**src/rtl/inst_fetch_pkg.sv**
```systemverilog
// Shared definitions for the instruction fetch slice: widths, reset values
// and the FIFO entry layout.
package inst_fetch_pkg;

    localparam logic        RESET     = 1'b1;
    localparam int unsigned INST_W    = 32;
    localparam int unsigned PC_W      = 16;
    localparam int unsigned IFQ_DEPTH = 4;
    localparam logic [15:0] RESET_PC  = 16'h0000;
    localparam int unsigned PTR_W     = $clog2(IFQ_DEPTH);
    localparam int unsigned CNT_W     = $clog2(IFQ_DEPTH + 1);

    typedef struct packed {
        logic [PC_W-1:0]   pc;
        logic [INST_W-1:0] inst;
    } ifq_entry_t;

    // Buffered plus in-flight must leave room for the request being issued.
    function automatic logic can_issue(input logic [CNT_W-1:0] count,
                                       input logic             inflight);
        return (count + CNT_W'(inflight)) <= CNT_W'(IFQ_DEPTH - 1);
    endfunction

endpackage

```
**src/rtl/inst_fetch_if.sv**
```systemverilog
// Fetch-stage bus bundle: redirect input, instruction-memory port and the
// instruction output handshake.
interface inst_fetch_if;
    import inst_fetch_pkg::*;

    logic              jump_i;
    logic [PC_W-1:0]   jump_addr_i;
    logic              imem_req_o;
    logic [PC_W-1:0]   imem_addr_o;
    logic [INST_W-1:0] imem_data_i;
    logic              inst_ready_i;
    logic              inst_valid_o;
    logic [INST_W-1:0] inst_o;
    logic [PC_W-1:0]   inst_pc_o;

    modport master (
        input  jump_i, jump_addr_i, imem_data_i, inst_ready_i,
        output imem_req_o, imem_addr_o, inst_valid_o, inst_o, inst_pc_o
    );

    modport slave (
        output jump_i, jump_addr_i, imem_data_i, inst_ready_i,
        input  imem_req_o, imem_addr_o, inst_valid_o, inst_o, inst_pc_o
    );

endinterface

```
**src/rtl/inst_fifo.sv**
```systemverilog
// Four-entry synchronous queue of {pc, inst}; flush beats push and pop.
module inst_fifo
    import inst_fetch_pkg::*;
(
    input  logic             clk_i,
    input  logic             rst_i,
    input  logic             flush_i,
    input  logic             push_i,
    input  logic             pop_i,
    input  ifq_entry_t       push_data_i,
    output ifq_entry_t       head_o,
    output logic [CNT_W-1:0] count_o
);

    ifq_entry_t       mem_q [IFQ_DEPTH];
    ifq_entry_t       mem_d [IFQ_DEPTH];
    logic [PTR_W-1:0] rd_ptr_q, rd_ptr_d;
    logic [PTR_W-1:0] wr_ptr_q, wr_ptr_d;
    logic [CNT_W-1:0] count_q, count_d;

    always_comb begin
        mem_d    = mem_q;
        rd_ptr_d = rd_ptr_q;
        wr_ptr_d = wr_ptr_q;
        count_d  = count_q;
        if (flush_i) begin
            rd_ptr_d = '0;
            wr_ptr_d = '0;
            count_d  = '0;
        end else begin
            if (push_i) begin
                mem_d[wr_ptr_q] = push_data_i;
                wr_ptr_d        = wr_ptr_q + 1'b1;
            end
            if (pop_i) begin
                rd_ptr_d = rd_ptr_q + 1'b1;
            end
            count_d = count_q + CNT_W'(push_i) - CNT_W'(pop_i);
        end
    end

    always_ff @(posedge clk_i) begin
        mem_q <= mem_d;
        if (rst_i == RESET) begin
            rd_ptr_q <= '0;
            wr_ptr_q <= '0;
            count_q  <= '0;
        end else begin
            rd_ptr_q <= rd_ptr_d;
            wr_ptr_q <= wr_ptr_d;
            count_q  <= count_d;
        end
    end

    always_comb begin
        head_o  = mem_q[rd_ptr_q];
        count_o = count_q;
    end

    // Issue throttling keeps a push onto a full queue impossible.
    assert property (@(posedge clk_i) disable iff (rst_i == RESET)
        !(push_i && !pop_i && !flush_i && count_q == CNT_W'(IFQ_DEPTH)));

endmodule

```
**src/rtl/inst_fetch.sv**
```systemverilog
// Instruction fetch: PC, one-deep outstanding memory read and a small
// prefetch queue feeding the decoder.
module inst_fetch
    import inst_fetch_pkg::*;
(
    input  logic         clk_i,
    input  logic         rst_i,
    inst_fetch_if.master bus
);

    logic [PC_W-1:0]  pc_q, pc_d;
    logic [PC_W-1:0]  tag_q, tag_d;
    logic             inflight_q, inflight_d;
    logic             in_reset;
    logic             issue;
    logic             push;
    logic             pop;
    logic             valid;
    logic [CNT_W-1:0] count;
    ifq_entry_t       head;
    ifq_entry_t       push_entry;

    // A response landing in a jump or reset cycle is dropped; nothing is
    // left in flight afterwards, so no separate kill flag is needed.
    always_comb begin
        in_reset   = (rst_i == RESET);
        issue      = !in_reset && !bus.jump_i && can_issue(count, inflight_q);
        push       = !in_reset && !bus.jump_i && inflight_q;
        valid      = !in_reset && (count != '0);
        pop        = valid && bus.inst_ready_i && !bus.jump_i;
        push_entry = '{pc: tag_q, inst: bus.imem_data_i};
    end

    always_comb begin
        pc_d       = pc_q;
        tag_d      = tag_q;
        inflight_d = issue;
        if (in_reset) begin
            pc_d = RESET_PC;
        end else if (bus.jump_i) begin
            pc_d = bus.jump_addr_i;
        end else if (issue) begin
            pc_d  = pc_q + 1'b1;
            tag_d = pc_q;
        end
    end

    always_ff @(posedge clk_i) begin
        if (rst_i == RESET) begin
            pc_q       <= RESET_PC;
            tag_q      <= '0;
            inflight_q <= 1'b0;
        end else begin
            pc_q       <= pc_d;
            tag_q      <= tag_d;
            inflight_q <= inflight_d;
        end
    end

    inst_fifo u_fifo (
        .clk_i       (clk_i),
        .rst_i       (rst_i),
        .flush_i     (bus.jump_i),
        .push_i      (push),
        .pop_i       (pop),
        .push_data_i (push_entry),
        .head_o      (head),
        .count_o     (count)
    );

    always_comb begin
        bus.imem_req_o   = issue;
        bus.imem_addr_o  = in_reset ? '0 : pc_q;
        bus.inst_valid_o = valid;
        bus.inst_o       = valid ? head.inst : '0;
        bus.inst_pc_o    = valid ? head.pc : '0;
    end

endmodule

```
**src/flat_wrapper.sv**
```systemverilog
// flat-port wrapper written by rule: the top's interface ports become plain ports
module inst_fetch_flat import inst_fetch_pkg::*;
  (clk_i, rst_i, bus_jump_i, bus_jump_addr_i, bus_imem_data_i, bus_inst_ready_i, bus_imem_req_o, bus_imem_addr_o, bus_inst_valid_o, bus_inst_o, bus_inst_pc_o);
  inst_fetch_if bus_i ();
  input  logic clk_i;
  input  logic rst_i;
  input wire logic [$bits(bus_i.jump_i)-1:0] bus_jump_i;
  input wire logic [$bits(bus_i.jump_addr_i)-1:0] bus_jump_addr_i;
  input wire logic [$bits(bus_i.imem_data_i)-1:0] bus_imem_data_i;
  input wire logic [$bits(bus_i.inst_ready_i)-1:0] bus_inst_ready_i;
  output wire logic [$bits(bus_i.imem_req_o)-1:0] bus_imem_req_o;
  output wire logic [$bits(bus_i.imem_addr_o)-1:0] bus_imem_addr_o;
  output wire logic [$bits(bus_i.inst_valid_o)-1:0] bus_inst_valid_o;
  output wire logic [$bits(bus_i.inst_o)-1:0] bus_inst_o;
  output wire logic [$bits(bus_i.inst_pc_o)-1:0] bus_inst_pc_o;
  assign bus_i.jump_i = bus_jump_i;
  assign bus_i.jump_addr_i = bus_jump_addr_i;
  assign bus_i.imem_data_i = bus_imem_data_i;
  assign bus_i.inst_ready_i = bus_inst_ready_i;
  assign bus_imem_req_o = bus_i.imem_req_o;
  assign bus_imem_addr_o = bus_i.imem_addr_o;
  assign bus_inst_valid_o = bus_i.inst_valid_o;
  assign bus_inst_o = bus_i.inst_o;
  assign bus_inst_pc_o = bus_i.inst_pc_o;
  inst_fetch u_core (.clk_i(clk_i), .rst_i(rst_i), .bus(bus_i));
endmodule
```
**config.mk**
```make
export PLATFORM = sky130hd
export DESIGN_NAME = inst_fetch_flat
export DESIGN_NICKNAME = d
export VERILOG_FILES = /design/src/rtl/inst_fetch_pkg.sv /design/src/rtl/inst_fetch_if.sv /design/src/rtl/inst_fifo.sv /design/src/rtl/inst_fetch.sv /design/src/flat_wrapper.sv
export SDC_FILE = /design/constraint.sdc
export NUM_CORES = 1
export LEC_CHECK = 0
export CORE_MARGIN = 2
export CORE_UTILIZATION = 59
export DETAILED_ROUTE_END_ITERATION = 7
export PLACE_DENSITY = 0.84
export REMOVE_ABC_BUFFERS = 1
export SLEW_MARGIN = 20
export SYNTH_ARGS = -nofsm -noshare
export SYNTH_HDL_FRONTEND = slang
export SYNTH_SLANG_ARGS = --single-unit
```
**constraint.sdc**
```tcl
create_clock -name clk_i -period 6 [get_ports clk_i]
set_input_delay 0.9 -clock clk_i [delete_from_list [all_inputs] [get_ports clk_i]]
set_output_delay 0.9 -clock clk_i [all_outputs]
set_load 0.02 [all_outputs]
```
==> out/results.txt, run 1 <==
status: completed
Final HPWL DP: 11500 µm
Max IR drop VDD: 0.000173 V
FFs w/ async S/R, synth: 0%
Crit Path Max Fanout: 20
CTS resizes: 0
post-route ant nets: 0
max_slew headroom: 42.5%
WL/cell: 21.3 µm
final hold violation count: 0
I/O Buffers: 117
Core Area: 0.0153 mm²
clock tree buffer depth: 3
Post-CTS Setup Inserts: 0
Final Slew Violations: 0
Clock Latency Late Sink: 0.50 ns
area of the multi-input gates: 0.00252 mm²
CP cell instances: clkdlybuf4s50_1 -> nor2_1 -> nand2_1 -> buf_4 -> clkinv_1 -> clkdlybuf4s50_1
switching share of power: 20.3%
Crit Path Category: in -> out
Synth Instances: 553
dominant cells by area after synthesis: edfxtp_1 (62%), mux4_2 (12%), dfxtp_1 (8.6%)
Reg area: 0.00657 mm²
max frequency: 233 MHz
TritonCTS Sinks: 232
global placement routability congestion: 0.835
Clock Power Share: 40.5%
DR DRC count: 0
RR Startpoint: u_core.u_fifo.count_o[2]
number of synthesis warnings: 0
NumNets Final: 733
hold path depth: 2
via count: 5305
H-tree lvl count: 1
clock-pin slew of the registers on the worst-case setup and hold paths: 0.06 ns
Leak: 0.00391 µW
largest net degree at the start of global routing: 51
first-pass GRT wire length: 29400 µm
main combinational cell family by area after synthesis: multiplexers
TritonCTS Buffers: 23
Fillers: 891
total iterations of the first detailed-routing run: 4
Finished Cell Area: 0.0114 mm²
Crit path required time: 5.10 ns
Root Buffer: clkbuf_16
Synth cell types: 44
die area: 0.0167 mm²
CTS tree: done
number of synthesized flops with an enable pin: 192
via/cell ratio: 5.91
Hold Buf Count CTS: 0
Mapped Area: 0.00927 mm²
PD cells: 283 mW/mm²
layout cells sized above 1: 15.0%
Post-Synth Adder-Cell Area: 1.43%
Area growth, synth to finish: 22.5%
Synth Area in XOR/XNOR: 1.40%
sequential share of power: 55.3%
largest area contributor in the netlist: edfxtp_1
FP Rows: 45
Seq/Total Area, Yosys: 70.8%
area fraction in compound gates after synthesis: 2.71%
register-to-register setup slack: 3.26 ns
CP max stage delay: 0.83 ns
Cell Area, Placed: 0.0107 mm²
flops & latches, synth: 232
fin crit share: 71.7%
all-layer global routing usage: 23.2%
starting density of the core: 60.8%
unrepaired setup endpoints after global routing: no
Worst Clk Skew: 0.0169 ns
Worst Hold Launch: u_core.pc_q[15]
DIE WIDTH: 129 µm
Comb pwr share: 4.2%
total grt overflow: 0
DRT iter0 DRCs: 340
Simple-Gate Fraction of Synth Area: 9.50%
CP max-delay cell: clkdlybuf4s50_1
boundary pin count: 118
FF-to-FF End: u_core.u_fifo.count_o[2]
HP Class: reg -> reg
crit path time final: 4.30 ns
antenna violations before repair: 1
Worst Reg-to-Reg Cells: 9
Int Power: 2570 µW
slew at the pin closest to its max-slew limit: 0.862 ns
hold path endpoint: u_core.tag_q[15]
crit start category: input port
Critical Path AT: 3.40 ns
final wirelength: 19200 µm
ys flop type: edfxtp_1
Net Switching: 652 µW
area share of the largest cell type after synthesis: 62.2%
Worst path most repeated cell: clkdlybuf4s50_1
mux contribution to synthesized area: 12.1%
Setup violations, final: 0
vias in the first global route: 5458
TNS Setup: 0 ns
Setup crit end kind: output port
max cap viols: 0
Die Y: 129 µm
syn avg cell area: 16.8 µm²
## critical path: cells and delay by family
kind | cells | cell delay (ns)
buf+inv | 4 | 2.11
simple gates | 2 | 0.38
## layer usage
layer	up-vias	GRT usage [%]	part of all wire (%)
met3	37	5.99	8.9
met5	-	0	0
met4	0	6.65	1.8
li1	2385	-	-
met1	2648	30.9	40
met2	235	38.4	50
## registers in the layout, summed over array words and instances, names as in the netlist
name,count
u_core.u_fifo.mem_q,192
u_core.pc_q,16
u_core.tag_q,16
u_core.u_fifo.count_o,3
u_core.u_fifo.rd_ptr_q,2
u_core.u_fifo.wr_ptr_q,2
u_core.inflight_q,1
## worst max path at each step
stage	cells after the start	slack (ns)	startpoint	end
5_1_grt	6	1.53	bus_jump_i	bus_imem_req_o
4_1_cts	6	1.72	bus_jump_i	bus_imem_req_o
3_3_place_gp	6	1.73	rst_i	bus_inst_pc_o[13]
3_5_place_dp	6	1.72	bus_jump_i	bus_imem_req_o
2_1_floorplan	2	2.07	u_core.u_fifo.rd_ptr_q[0]	bus_inst_o[0]
6_report	6	1.70	bus_jump_i	bus_imem_req_o
## cell usage after synthesis, drive strengths merged (2+ instances only)
library cell / number
inv: 12
a31oi: 2
a21oi: 16
nor2: 20
nand3: 5
o311a: 3
clkbuf: 23
ha: 9
buf: 12
nand4: 5
nor4: 5
or3: 2
a311oi: 2
and4: 2
and3: 55
xnor2: 8
mux4: 48
xor2: 6
nor3: 3
a211oi: 6
dfxtp: 40
edfxtp: 192
nand2: 43
nor2b: 13
nand2b: 3
mux2i: 4
## cells by family (layout without fill, tap and decap cells)
| family | after synthesis | after routing |
|---|---|---|
| AOI/OAI and AO/OA | 36 | 36 |
| xor gates and xnor gates | 14 | 14 |
| muxes | 52 | 52 |
| buffers and inverters | 48 | 180 |
| adders and majority gates | 10 | 10 |
| DFF | 232 | 232 |
| and+or+nand+nor | 161 | 161 |
| other | 0 | 1 |
## cell usage in the layout (no fill, tap or decap), drive strengths merged, types with 11 or more instances in the layout
| cell type | synthesis | routed |
|---|---|---|
| clkbuf | 23 | 29 |
| clkdlybuf4s50 | 0 | 117 |
| inv | 12 | 12 |
| nand2 | 43 | 43 |
| dfxtp | 40 | 40 |
| and3 | 55 | 55 |
| nor2b | 13 | 13 |
| nor2 | 20 | 20 |
| edfxtp | 192 | 192 |
| buf | 12 | 11 |
| a21oi | 16 | 16 |
| mux4 | 48 | 48 |
## power by group through the flow
stage               sequential (µW)  combinational [µW]  clock (µW)
floorplan                      1810                55.5           0
global placement               1810                 129           0
detailed placement             1810                 134           0
CTS                            1780                 135        1320
global route                   1780                 147        1380
finish                         1780                 136        1310
## cell type report
type                            count  share of cell area [%]
Clock inverter                     10                   0.429
Sequential cell                   232                    57.8
Inverter                           13                   0.429
Clock buffer                       29                    5.57
Antenna cell                        1                  0.0220
Timing Repair Buffer              128                    11.2
Tap cell                          211                    2.32
Multi-Input combinational cell    273                    22.2
## per-stage QoR
stage	total power, µW	utilization (%)	hold WS [ns]	setup WS (ns)	cells
floorplan	1860	-	0.426	2.07	518
global placement	1940	69.8	0.454	1.73	856
detailed placement	1950	69.8	0.462	1.72	856
CTS	3240	74.3	0.466	1.72	895
global route	3310	74.5	0.501	1.53	896
finish	3220	74.5	0.466	1.70	897
(Power assumes the default switching activity.)
==> run 2: changes to the inputs <==
--- a/config.mk
+++ b/config.mk
@@ -6,9 +6,9 @@
 export NUM_CORES = 1
 export LEC_CHECK = 0
 export CORE_MARGIN = 2
-export CORE_UTILIZATION = 59
+export CORE_UTILIZATION = 50
 export DETAILED_ROUTE_END_ITERATION = 7
-export PLACE_DENSITY = 0.84
+export PLACE_DENSITY = 0.76
 export REMOVE_ABC_BUFFERS = 1
 export SLEW_MARGIN = 20
 export SYNTH_ARGS = -nofsm -noshare
==> constraint.sdc (replaced) <==
create_clock -name clk_i -period 3.7 [get_ports clk_i]
set_input_delay 0.555 -clock clk_i [delete_from_list [all_inputs] [get_ports clk_i]]
set_output_delay 0.555 -clock clk_i [all_outputs]
set_load 0.02 [all_outputs]
==> out/results.txt, run 2 (synthesis gave the netlist of run 1 again) <==
CTS resizes: 0
Post-CTS Setup Inserts: 0
final wirelength: 18400 µm
Setup crit end kind: output port
Crit Path Category: reg -> out
TritonCTS Sinks: 232
CP Capture Point: bus_inst_o[7]
CP max-delay cell: dfxtp_4
largest net degree at the start of global routing: 50
max_slew headroom: 48.6%
CP max stage delay: 0.65 ns
Worst Reg-to-Reg Cells: 7
PD cells: 475 mW/mm²
total iterations of the first detailed-routing run: 7
total grt overflow: 0
commonest cells after routing, fill and taps aside: edfxtp_1 (192), clkdlybuf4s50_1 (117), and3_1 (51), mux4_2 (48), nand2_1 (43)
all-layer global routing usage: 18.7%
Setup violations, final: 0
post-route ant nets: 0
largest reg by FF count: u_core.u_fifo.mem_q
final hold violation count: 0
register-to-register setup slack: 1.20 ns
Hold Buf Count CTS: 0
Critical path origin: u_core.u_fifo.rd_ptr_q[0]
clock-pin slew of the registers on the worst-case setup and hold paths: 0.06 ns
DRT iter0 DRCs: 309
crit start category: register
RR Startpoint: u_core.inflight_q
DIE WIDTH: 140 µm
fin crit share: 90.1%
slew at the pin closest to its max-slew limit: 0.763 ns
Worst Clk Skew: 0.0123 ns
Core Area: 0.0181 mm²
first-pass GRT wire length: 29100 µm
Clock Latency Late Sink: 0.49 ns
# diodes: 0
vias in the first global route: 5340
Largest regs: u_core.u_fifo.mem_q (192), u_core.pc_q (16), u_core.tag_q (16)
max reg flops: 192
Critical Path AT: 2.78 ns
antenna violations before repair: 0
WL/cell: 19.9 µm
crit path time final: 3.33 ns
CTS tree: done
max frequency: 300 MHz
via count: 5240
Area growth, synth to finish: 25.2%
FF-to-FF End: u_core.pc_q[5]
TritonCTS Buffers: 23
max cap viols: 0
via/cell ratio: 5.67
Crit path required time: 3.14 ns
commonest non-fill, non-tap cell in the layout: edfxtp_1
HP Class: reg -> reg
Final Slew Violations: 0
Crit Path Max Fanout: 22
Total Power: 5520 µW
global placement routability congestion: 0.756
I/O Buffers: 117
Root Buffer: clkbuf_16
boundary pin count: 118
layout cells sized above 1: 15.8%
failing checks: DRC
Die Y: 140 µm
die area: 0.0197 mm²
Final HPWL DP: 11500 µm
FP Rows: 49
CP cell instances: buf_4 -> mux4_2 -> and3_1 -> clkdlybuf4s50_1
Leak: 0.00401 µW
Max IR drop VDD: 0.000371 V
hold_ws: 0.482 ns
status: complete, but fails checks
starting density of the core: 51.3%
DR DRC count: 11
TNS Setup: 0 ns
H-tree lvl count: 1
NumNets Final: 741
unrepaired setup endpoints after global routing: no
clock tree buffer depth: 3
## run 2: changes by cell type in the layout (fill, tap and decap cells not counted), sizes merged
cell and change:
buf +8, clkinvlp +1, clkinv -4, diode -1, bufinv +5
## run 2: worst min-delay path by stage
stage                     from          endpoint  slack (ns)  cells past startpoint
2_1_floorplan  u_core.pc_q[15]  u_core.tag_q[15]        0.43                      2
3_3_place_gp   u_core.pc_q[15]  u_core.tag_q[15]        0.45                      2
3_5_place_dp   u_core.pc_q[15]  u_core.tag_q[15]        0.47                      2
4_1_cts        u_core.pc_q[15]  u_core.tag_q[15]        0.48                      2
5_1_grt        u_core.pc_q[15]  u_core.tag_q[15]        0.50                      2
6_report       u_core.pc_q[15]  u_core.tag_q[15]        0.48                      2
## run 2: final cells by class
type                    count  area [µm²]
clock inverters            12         186
well taps                 229         287
fillers                  1238        6470
flip-flops and latches    232        6570
inverters                  13        48.8
multi-input cells         273        2520
repair buffers            136        1400
clock buffers              29         598
## run 2: layer usage
layer  vias up  routed length (µm)  GRT usage (%)
li1       2407                   -              -
met1      2615                7880           26.1
met2       199                8980           31.3
met3        19                1330           3.59
met4         0                 225           4.15
met5         -                   0              0
## run 2: power breakdown
group,leakage (µW),switching (µW),internal (µW)
Sequential,0.00212,34.2,2850
Combinational,0.00152,111,115
Clock,0.000374,913,1490
## run 2: stage by stage
| step | worst slack [ns] | cells | utilization (%) | instance area, µm² |
|---|---|---|---|---|
| 2_1_floorplan | 0.112 | 518 | - | 9130 |
| 3_3_place_gp | 0.690 | 883 | 59.9 | 10800 |
| 3_5_place_dp | 0.634 | 883 | 59.9 | 10800 |
| 4_1_cts | 0.283 | 924 | 64.2 | 11600 |
| 5_1_grt | 0.204 | 924 | 64.2 | 11600 |
| 6_report | 0.365 | 924 | 64.2 | 11600 |
## run 2: worst max-delay path: cells and delay by family (launching register included)
| kind | cells | cell delay [ns] |
|---|---|---|
| muxes | 1 | 0.54 |
| buffers and inverters | 2 | 0.87 |
| and+or+nand+nor | 1 | 0.21 |
| DFF | 1 | 0.65 |
